--- config.mk ---
export PLATFORM = sky130hd
export DESIGN_NAME = alu_cmd_sequencer
export DESIGN_NICKNAME = d
export VERILOG_FILES = /design/src/rtl/alu_cmd_sequencer.sv
export SDC_FILE = /design/constraint.sdc
export NUM_CORES = 1
export LEC_CHECK = 0
export CORE_MARGIN = 4
export CORE_UTILIZATION = 49
export CTS_CLUSTER_DIAMETER = 80
export CTS_CLUSTER_SIZE = 25
export DETAILED_ROUTE_END_ITERATION = 8
export GPL_TIMING_DRIVEN = 0
export PLACE_DENSITY = 0.88
export SLEW_MARGIN = 10
export SYNTH_ARGS = -nofsm -noshare
export SYNTH_HDL_FRONTEND = slang
export SYNTH_SLANG_ARGS = --single-unit
--- constraint.sdc ---
create_clock -name clk -period 5 [get_ports clk]
set_input_delay 1 -clock clk [delete_from_list [all_inputs] [get_ports clk]]
set_output_delay 1 -clock clk [all_outputs]
set_load 0.03 [all_outputs]
--- src/rtl/alu_cmd_sequencer.sv ---
// alu_cmd_sequencer: valid/ready front end for a combinational ALU, with an exhaustive hardware sweep mode
module alu_cmd_sequencer #(
  parameter int DATA_W      = 8,
  parameter int CMD_W       = 4,
  parameter int SETTLE      = 1,
  parameter int SWEEP_LIMIT = 16
) (
  input  logic                clk,
  input  logic                rst_n,
  input  logic                req_valid,
  output logic                req_ready,
  input  logic [DATA_W-1:0]   req_a,
  input  logic [DATA_W-1:0]   req_b,
  input  logic [CMD_W-1:0]    req_cmd,
  input  logic                sweep_start,
  input  logic                sweep_abort,
  output logic [DATA_W-1:0]   alu_a,
  output logic [DATA_W-1:0]   alu_b,
  output logic [CMD_W-1:0]    alu_cmd,
  output logic                alu_oe,
  input  logic [2*DATA_W-1:0] alu_y,
  output logic                rsp_valid,
  input  logic                rsp_ready,
  output logic [DATA_W-1:0]   rsp_a,
  output logic [DATA_W-1:0]   rsp_b,
  output logic [CMD_W-1:0]    rsp_cmd,
  output logic [2*DATA_W-1:0] rsp_y,
  output logic                busy,
  output logic                sweep_done
);
  typedef enum logic [1:0] {IDLE, DRIVE, RESP} state_t;
  localparam int SW = SETTLE > 1 ? $clog2(SETTLE) : 1;
  localparam logic [DATA_W-1:0] LAST = DATA_W'(SWEEP_LIMIT - 1);
  localparam logic [SW-1:0] SEND = SW'(SETTLE - 1);
  state_t state_q, state_d;
  logic [DATA_W-1:0] alu_a_q, alu_a_d, alu_b_q, alu_b_d, rsp_a_q, rsp_a_d, rsp_b_q, rsp_b_d;
  logic [CMD_W-1:0] alu_cmd_q, alu_cmd_d, rsp_cmd_q, rsp_cmd_d;
  logic [2*DATA_W-1:0] rsp_y_q, rsp_y_d;
  logic [SW-1:0] cnt_q, cnt_d;
  logic alu_oe_q, alu_oe_d, rsp_valid_q, rsp_valid_d, sweep_q, sweep_d;
  logic abort_q, abort_d, done_q, done_d, hs, last, stop;
  // The alu_* registers double as the sweep counters
  always_comb begin
    state_d     = state_q;
    alu_a_d     = alu_a_q;
    alu_b_d     = alu_b_q;
    alu_cmd_d   = alu_cmd_q;
    alu_oe_d    = alu_oe_q;
    rsp_a_d     = rsp_a_q;
    rsp_b_d     = rsp_b_q;
    rsp_cmd_d   = rsp_cmd_q;
    rsp_y_d     = rsp_y_q;
    rsp_valid_d = rsp_valid_q;
    cnt_d       = cnt_q;
    sweep_d     = sweep_q;
    abort_d     = abort_q;
    done_d      = 1'b0;
    hs          = rsp_valid_q & rsp_ready;
    last        = alu_a_q == LAST && alu_b_q == LAST && &alu_cmd_q;
    stop        = 1'b0;
    case (state_q)
      IDLE: begin
        alu_oe_d = 1'b0;
        abort_d  = 1'b0;
        cnt_d    = '0;
        if (sweep_start) begin
          sweep_d   = 1'b1;
          alu_a_d   = '0;
          alu_b_d   = '0;
          alu_cmd_d = '0;
          alu_oe_d  = 1'b1;
          state_d   = DRIVE;
        end else if (req_valid) begin
          alu_a_d   = req_a;
          alu_b_d   = req_b;
          alu_cmd_d = req_cmd;
          alu_oe_d  = 1'b1;
          state_d   = DRIVE;
        end
      end
      DRIVE: begin
        abort_d = abort_q | (sweep_q & sweep_abort);
        cnt_d   = cnt_q + 1'b1;
        if (cnt_q == SEND) begin
          rsp_a_d     = alu_a_q;
          rsp_b_d     = alu_b_q;
          rsp_cmd_d   = alu_cmd_q;
          rsp_y_d     = alu_y;
          rsp_valid_d = 1'b1;
          cnt_d       = '0;
          state_d     = RESP;
        end
      end
      RESP: begin
        abort_d = abort_q | (sweep_q & sweep_abort);
        if (hs) begin
          rsp_valid_d = 1'b0;
          stop        = !sweep_q || abort_d || last;
          if (stop) begin
            done_d   = sweep_q & !abort_d;
            state_d  = IDLE;
            alu_oe_d = 1'b0;
            sweep_d  = 1'b0;
            abort_d  = 1'b0;
          end else begin
            alu_cmd_d = alu_cmd_q + 1'b1;
            alu_b_d   = &alu_cmd_q ? (alu_b_q == LAST ? '0 : alu_b_q + 1'b1) : alu_b_q;
            alu_a_d   = &alu_cmd_q && alu_b_q == LAST ? alu_a_q + 1'b1 : alu_a_q;
            state_d   = DRIVE;
          end
        end
      end
      default: state_d = IDLE;
    endcase
  end
  always_ff @(posedge clk) begin
    if (!rst_n) begin
      state_q     <= IDLE;
      alu_a_q     <= '0;
      alu_b_q     <= '0;
      alu_cmd_q   <= '0;
      alu_oe_q    <= 1'b0;
      rsp_a_q     <= '0;
      rsp_b_q     <= '0;
      rsp_cmd_q   <= '0;
      rsp_y_q     <= '0;
      rsp_valid_q <= 1'b0;
      cnt_q       <= '0;
      sweep_q     <= 1'b0;
      abort_q     <= 1'b0;
      done_q      <= 1'b0;
    end else begin
      state_q     <= state_d;
      alu_a_q     <= alu_a_d;
      alu_b_q     <= alu_b_d;
      alu_cmd_q   <= alu_cmd_d;
      alu_oe_q    <= alu_oe_d;
      rsp_a_q     <= rsp_a_d;
      rsp_b_q     <= rsp_b_d;
      rsp_cmd_q   <= rsp_cmd_d;
      rsp_y_q     <= rsp_y_d;
      rsp_valid_q <= rsp_valid_d;
      cnt_q       <= cnt_d;
      sweep_q     <= sweep_d;
      abort_q     <= abort_d;
      done_q      <= done_d;
    end
  end
  assign req_ready  = state_q == IDLE && !sweep_start;
  assign busy       = state_q != IDLE;
  assign alu_a      = alu_a_q;
  assign alu_b      = alu_b_q;
  assign alu_cmd    = alu_cmd_q;
  assign alu_oe     = alu_oe_q;
  assign rsp_valid  = rsp_valid_q;
  assign rsp_a      = rsp_a_q;
  assign rsp_b      = rsp_b_q;
  assign rsp_cmd    = rsp_cmd_q;
  assign rsp_y      = rsp_y_q;
  assign sweep_done = done_q;
endmodule

==> results.json, run 1 <==
{
  "status": "complete, no violations",
  "root_buffer": "clkbuf_8",
  "dp_hpwl_mm": 6.358,
  "worst_slack_ps": 1508,
  "period_share_pct": 69.84,
  "final_common_cell": "clkdlybuf4s50_1",
  "clkLatencyLatePin_ps": 350,
  "dieArea_um2": 7558,
  "worst_clock_skew_ps": 10.73,
  "synth_top_area_share_pct": 41.31,
  "synthTopCellsByArea": "dfxtp_1, mux2i_1, nor2_1",
  "seqPwrFrac_pct": 32.2,
  "hold_path.class": "flop to flop",
  "p_clk_share_pct": 16.8,
  "yosysSeqAreaShare_pct": 41.31,
  "regArea_um2": 1261,
  "n_fill_cell": 443,
  "top_layer": "met4",
  "rsz0062_at_grt": "no",
  "crit_path_end_kind": "primary output",
  "peakVddDrop_v": 0.0003804,
  "insertedDiodeCount": 0,
  "switchingPower_uw": 971.3,
  "worst_pin_slew_ps": 804.8,
  "drv_cap": 0,
  "crit_required_ps": 4000,
  "worst-path-max-fanout": 5,
  "p_comb_share_pct": 51.0,
  "syn_avg_cell_area_um2": 8.875,
  "swShare_pct": 42.98,
  "finalHoldViolations": 0,
  "fin_nets": 505,
  "yosys_warnings": 0,
  "worstPathArrival_ps": 2490,
  "wl_mm": 8.752,
  "avgViaCountPerCell": 5.781,
  "gp_congestion": 0.9375,
  "start_util_pct": 50.96,
  "pre_cts_ws_ps": 1536,
  "antenna_found_initial": 0,
  "gr-total-overflow": 0,
  "p_per_area_nw_per_um2": 523.7,
  "syn_inst": 344,
  "grt_pass1_wl_mm": 14.31,
  "synth_cell_types": 55,
  "rows": 28,
  "wl_per_cell_um": 16.36,
  "min_period_ps": 3492,
  "leakagePower_nw": 1.604,
  "vias": 3093,
  "io_pins": 103,
  "drc": 0,
  "ys_seq_elements": 63,
  "routed-wl-met3_um": 854,
  "stdcell_area_um2": 4315,
  "first_iter_violations": 306,
  "io_buffers": 101,
  "ant_nets": 0,
  "cts.sinks": 63,
  "drv_slew": 0,
  "final_cell_mix": "clkdlybuf4s50_1, dfxtp_1, nor2_1",
  "firstDrtPassIters": 6,
  "start_kind": "input port",
  "coreArea_um2": 5991,
  "cts_setup_buffers": 0,
  "die_x_um": 86.94,
  "criticalPathCategory": "input port to primary output",
  "holdBufCountCts": 0,
  "tritoncts": "yes",
  "grt_use_total_pct": 23.72,
  "netlist_area_um2": 3053,
  "setup_tns_ps": 0,
  "drt-met1-wl_mm": 3.569,
  "htree_num_levels": 3,
  "fmaxAchievable_mhz": 286.4,
  "die_h_um": 86.94,
  "multi_input_area_um2": 1647,
  "synth_top_area_cell": "dfxtp_1",
  "synth_edf_count": 0,
  "cts_made_buffers": 9,
  "synth_nets": 393,
  "wl_met2_mm": 4.221,
  "power.internal_mw": 1.289,
  "drive_gt1_share_pct": 6.087,
  "hold_ws_ps": 494.4,
  "slew_headroom_pct": 46.15,
  "place_area_um2": 4158,
  "clk_pin_slew_ps": 70,
  "clk_path_buf_depth": 2,
  "grt_max_degree": 11,
  "async_reset_ff_share_pct": 0,
  "cts_resized": 0,
  "total_power_mw": 2.260,
  "area_growth_pct": 41.35,
  "finalSetupViolCount": 0,
  "grt_pass1_vias": 3083,
  "synth_flop_cell": "dfxtp_1"
}
==> worst paths after layout <==
kind | from | endpoint | depth (start not counted) | slack [ps]
setup / recovery | sweep_start | req_ready | 4 | 1510
hold / removal | rsp_b[2] | rsp_b[2] | 2 | 490
setup reg to reg | state_q[0] | alu_a[7] | 7 | 2510
hold reg to reg | rsp_b[2] | rsp_b[2] | 2 | 490
==> per-layer routing <==
| layer | global-route usage [%] | vias to the layer above |
|---|---|---|
| met3 | 7.569 | 12 |
| met1 | 28.86 | 1450 |
| met5 | 0 | - |
| li1 | - | 1463 |
| met2 | 38.37 | 168 |
| met4 | 10.20 | 0 |
==> worst max-delay path, stage by stage <==
cell             delay, ps
clkdlybuf4s50_1        490
nand2b_1               250
inv_1                   80
clkdlybuf4s50_1        670
==> flip-flops by register name, summed over array words and instances (netlist names), 2 cells and up <==
name / count
rsp_y: 16
alu_a: 8
alu_b: 8
rsp_a: 8
rsp_b: 8
alu_cmd: 4
rsp_cmd: 4
state_q: 2
==> stage by stage <==
step | instances | utilization (%)
2_1_floorplan | 344 | -
3_3_place_gp | 520 | 69.40
3_5_place_dp | 520 | 69.40
4_1_cts | 535 | 72.03
5_1_grt | 535 | 72.03
6_report | 535 | 72.03
==> cell usage after synthesis (2+ instances only) <==
| master | count |
|---|---|
| nand3_1 | 10 |
| a31o_1 | 2 |
| a211oi_2 | 3 |
| mux2i_1 | 37 |
| ha_1 | 7 |
| a311oi_1 | 2 |
| clkbuf_1 | 12 |
| inv_1 | 12 |
| buf_2 | 2 |
| a21oi_1 | 16 |
| o211ai_1 | 2 |
| o21a_1 | 3 |
| or3_1 | 3 |
| xor2_1 | 2 |
| nor2_1 | 48 |
| nor4_1 | 2 |
| o31ai_1 | 3 |
| buf_1 | 5 |
| o22ai_1 | 3 |
| and2_1 | 3 |
| dfxtp_1 | 63 |
| buf_6 | 2 |
| a31oi_1 | 8 |
| o21ai_0 | 10 |
| and3_1 | 5 |
| a211oi_1 | 4 |
| nand2b_1 | 3 |
| o32ai_1 | 2 |
| a22oi_1 | 5 |
| a32oi_1 | 2 |
| nor3_1 | 8 |
| nand2_1 | 28 |
| a32o_1 | 5 |
==> final cells by class <==
type,count,area share (%)
multi-input cells,247,38.16
flip-flops and latches,63,29.23
clock inverters,1,0.1160
inverters,13,1.131
well taps,75,2.175
plain buffers,21,2.233
clock buffers,14,3.537
repair buffers,101,23.43
==> cells by family (layout without fill, tap and decap cells) <==
logic type / Yosys count / in the layout / synth area share [%]
AOI/OAI and AO/OA: 81 / 81 / 19.18
xor gates and xnor gates: 3 / 3 / 0.8608
adders and majority gates: 7 / 7 / 2.869
buffers and inverters: 34 / 150 / 4.754
DFF: 63 / 63 / 41.31
muxes: 37 / 37 / 12.13
and+or+nand+nor: 119 / 119 / 18.89
==> power groups by stage <==
stage	logic [mW]	clock network [mW]	registers (mW)
2_1_floorplan	0.561	0	0.913
3_3_place_gp	1.12	0	0.728
3_5_place_dp	1.14	0	0.735
4_1_cts	1.15	0.382	0.725
5_1_grt	1.23	0.412	0.745
6_report	1.15	0.379	0.727
Note: power is estimated with default switching activity, not from simulation.
==> run 2: changes to the inputs <==
- CORE_UTILIZATION: 49 -> 46
- PLACE_DENSITY: 0.88 -> 0.84
- clock period: 5 -> 3.5 ns (I/O delays scaled with it)
==> run 2 against run 1 <==
  * Worst setup slack worse by 890 ps
  * Count of clock-buffer cells in the layout is 1 lower
  * Register-to-register slack worse by 1500 ps
  * Wire length is 3.7% higher
  * Hold slack worse by 2.8 ps
  * Clock skew is 2.7 ps lower
  * Critical path type unchanged
  * Critical endpoint unchanged
  * Largest power group unchanged
==> results.json, run 2 (same netlist as run 1, synthesis figures left out) <==
{
  "status": "complete, no violations",
  "finalSetupViolCount": 0,
  "ant_nets": 0,
  "io_pins": 103,
  "cts_made_buffers": 9,
  "firstDrtPassIters": 9,
  "slew_headroom_pct": 46.68,
  "hold_path.class": "flop to flop",
  "start_kind": "input port",
  "finalHoldViolations": 0,
  "start_util_pct": 47.81,
  "fin_util_pct": 68.42,
  "period_share_pct": 82.47,
  "p_per_area_nw_per_um2": 768.0,
  "dieArea_um2": 8004,
  "htree_num_levels": 3,
  "rr_startpoint": "state_q[0]",
  "hold_ws_ps": 491.5,
  "first_iter_violations": 264,
  "timing.rr.end": "alu_a[6]",
  "setup_tns_ps": 0,
  "drv_slew": 0,
  "peakVddDrop_v": 0.0004840,
  "clk_pin_slew_ps": 60,
  "min_period_ps": 2886,
  "insertedDiodeCount": 0,
  "worst_clock_skew_ps": 8.016,
  "drv_cap": 0,
  "crit_path_end_kind": "primary output",
  "fmaxAchievable_mhz": 346.4,
  "area_growth_pct": 43.11,
  "critPathTopFamily": "buffers and inverters",
  "cts_resized": 0,
  "cpMostUsedCell": "clkdlybuf4s50_1",
  "grt_pass1_wl_mm": 14.05,
  "crit_end": "req_ready",
  "cts_setup_buffers": 0,
  "die_x_um": 89.47,
  "wl_per_cell_um": 16.87,
  "worst_pin_slew_ps": 796.9,
  "io_buffers": 101,
  "clkLatencyLatePin_ps": 330,
  "rsz0062_at_grt": "no",
  "coreArea_um2": 6386,
  "max_stage_delay_ps": 670,
  "slowest_stage": "clkdlybuf4s50_1",
  "die_h_um": 89.47,
  "critPathLaunch": "sweep_start",
  "root_buffer": "clkbuf_8",
  "crit_required_ps": 2800,
  "criticalPathCategory": "input port to primary output",
  "final_cell_mix": "clkdlybuf4s50_1, dfxtp_1, nor2_1",
  "dp_hpwl_mm": 6.583,
  "leakagePower_nw": 1.633,
  "gp_congestion": 0.9148,
  "antenna_found_initial": 0,
  "clk_path_buf_depth": 2,
  "largest_reg_flops": 16,
  "worstPathArrival_ps": 2190,
  "cts.sinks": 63,
  "gr-total-overflow": 0,
  "holdBufCountCts": 0,
  "grt_max_degree": 11,
  "n_fill_cell": 527,
  "crit_chain": "clkdlybuf4s50_1, nand2b_1, inv_1, clkdlybuf4s50_1",
  "grt_pass1_vias": 2972,
  "vias": 3098,
  "grt_use_total_pct": 22.75,
  "r2r_cells": 7,
  "wl_mm": 9.077,
  "cp_num_cells": 4,
  "cp_num_buf_inv": 3,
  "final_common_cell": "clkdlybuf4s50_1",
  "drc": 0,
  "drive_gt1_share_pct": 6.941,
  "worst-path-max-fanout": 5,
  "r2r_slack_ps": 970,
  "tritoncts": "yes",
  "rows": 29,
  "avgViaCountPerCell": 5.758,
  "fin_nets": 505
}
-- run 2: final cells by class --
class                           instances  area, um^2  area share, %
Clock inverter                          3       40.04         0.9164
Sequential cell                        63        1261          28.87
Timing Repair Buffer                  101        1011          23.14
Inverter                               13       48.80          1.117
Tap cell                               77       96.34          2.205
Buffer                                 21       96.34          2.205
Multi-Input combinational cell        247        1647          37.69
Clock buffer                           13       168.9          3.866
-- run 2: per-stage QoR --
step,power (mW),setup WS (ps),instances,instance area (um^2)
2_1_floorplan,2.106,1294,344,3053
3_3_place_gp,2.643,644.8,522,4160
3_5_place_dp,2.684,634.4,522,4160
4_1_cts,3.355,626.2,538,4369
5_1_grt,3.522,565.6,538,4369
6_report,3.355,613.6,538,4369
-- run 2: power by group --
part / internal [mW] / total, mW / switching [mW]
clock: 0.386 / 0.668 / 0.283
sequential: 0.879 / 1.04 / 0.160
combinational: 0.690 / 1.65 / 0.959
-- run 2: worst register-to-register path, delay by kind of cell, from the launching register on --
family / cells / cell delay [ps]
AOI/OAI and AO/OA: 2 / 450
adders and majority gates: 1 / 190
buffers and inverters: 3 / 780
DFF: 1 / 390
and+or+nand+nor: 1 / 630
-- run 2: how the worst min path moves through the flow --
stage / startpoint / end / slack, ps / cells after the start
floorplan: state_q[0] / state_q[0] / 480 / 2
CTS: rsp_a[3] / rsp_a[3] / 500 / 2
finish: rsp_a[7] / rsp_a[7] / 490 / 2
global route: rsp_b[2] / rsp_b[2] / 510 / 2
global placement: rsp_a[0] / rsp_a[0] / 470 / 2
detailed placement: rsp_a[3] / rsp_a[3] / 480 / 2
-- run 2: routing by layer --
layer | wire [um] | part of all wire [%] | vias up | track usage, %
li1 | - | - | 1466 | -
met1 | 3683 | 41 | 1452 | 27.68
met2 | 4564 | 50 | 167 | 38.98
met3 | 711 | 7.8 | 13 | 4.147
met4 | 118 | 1.3 | 0 | 10.15
met5 | 0 | 0 | - | 0
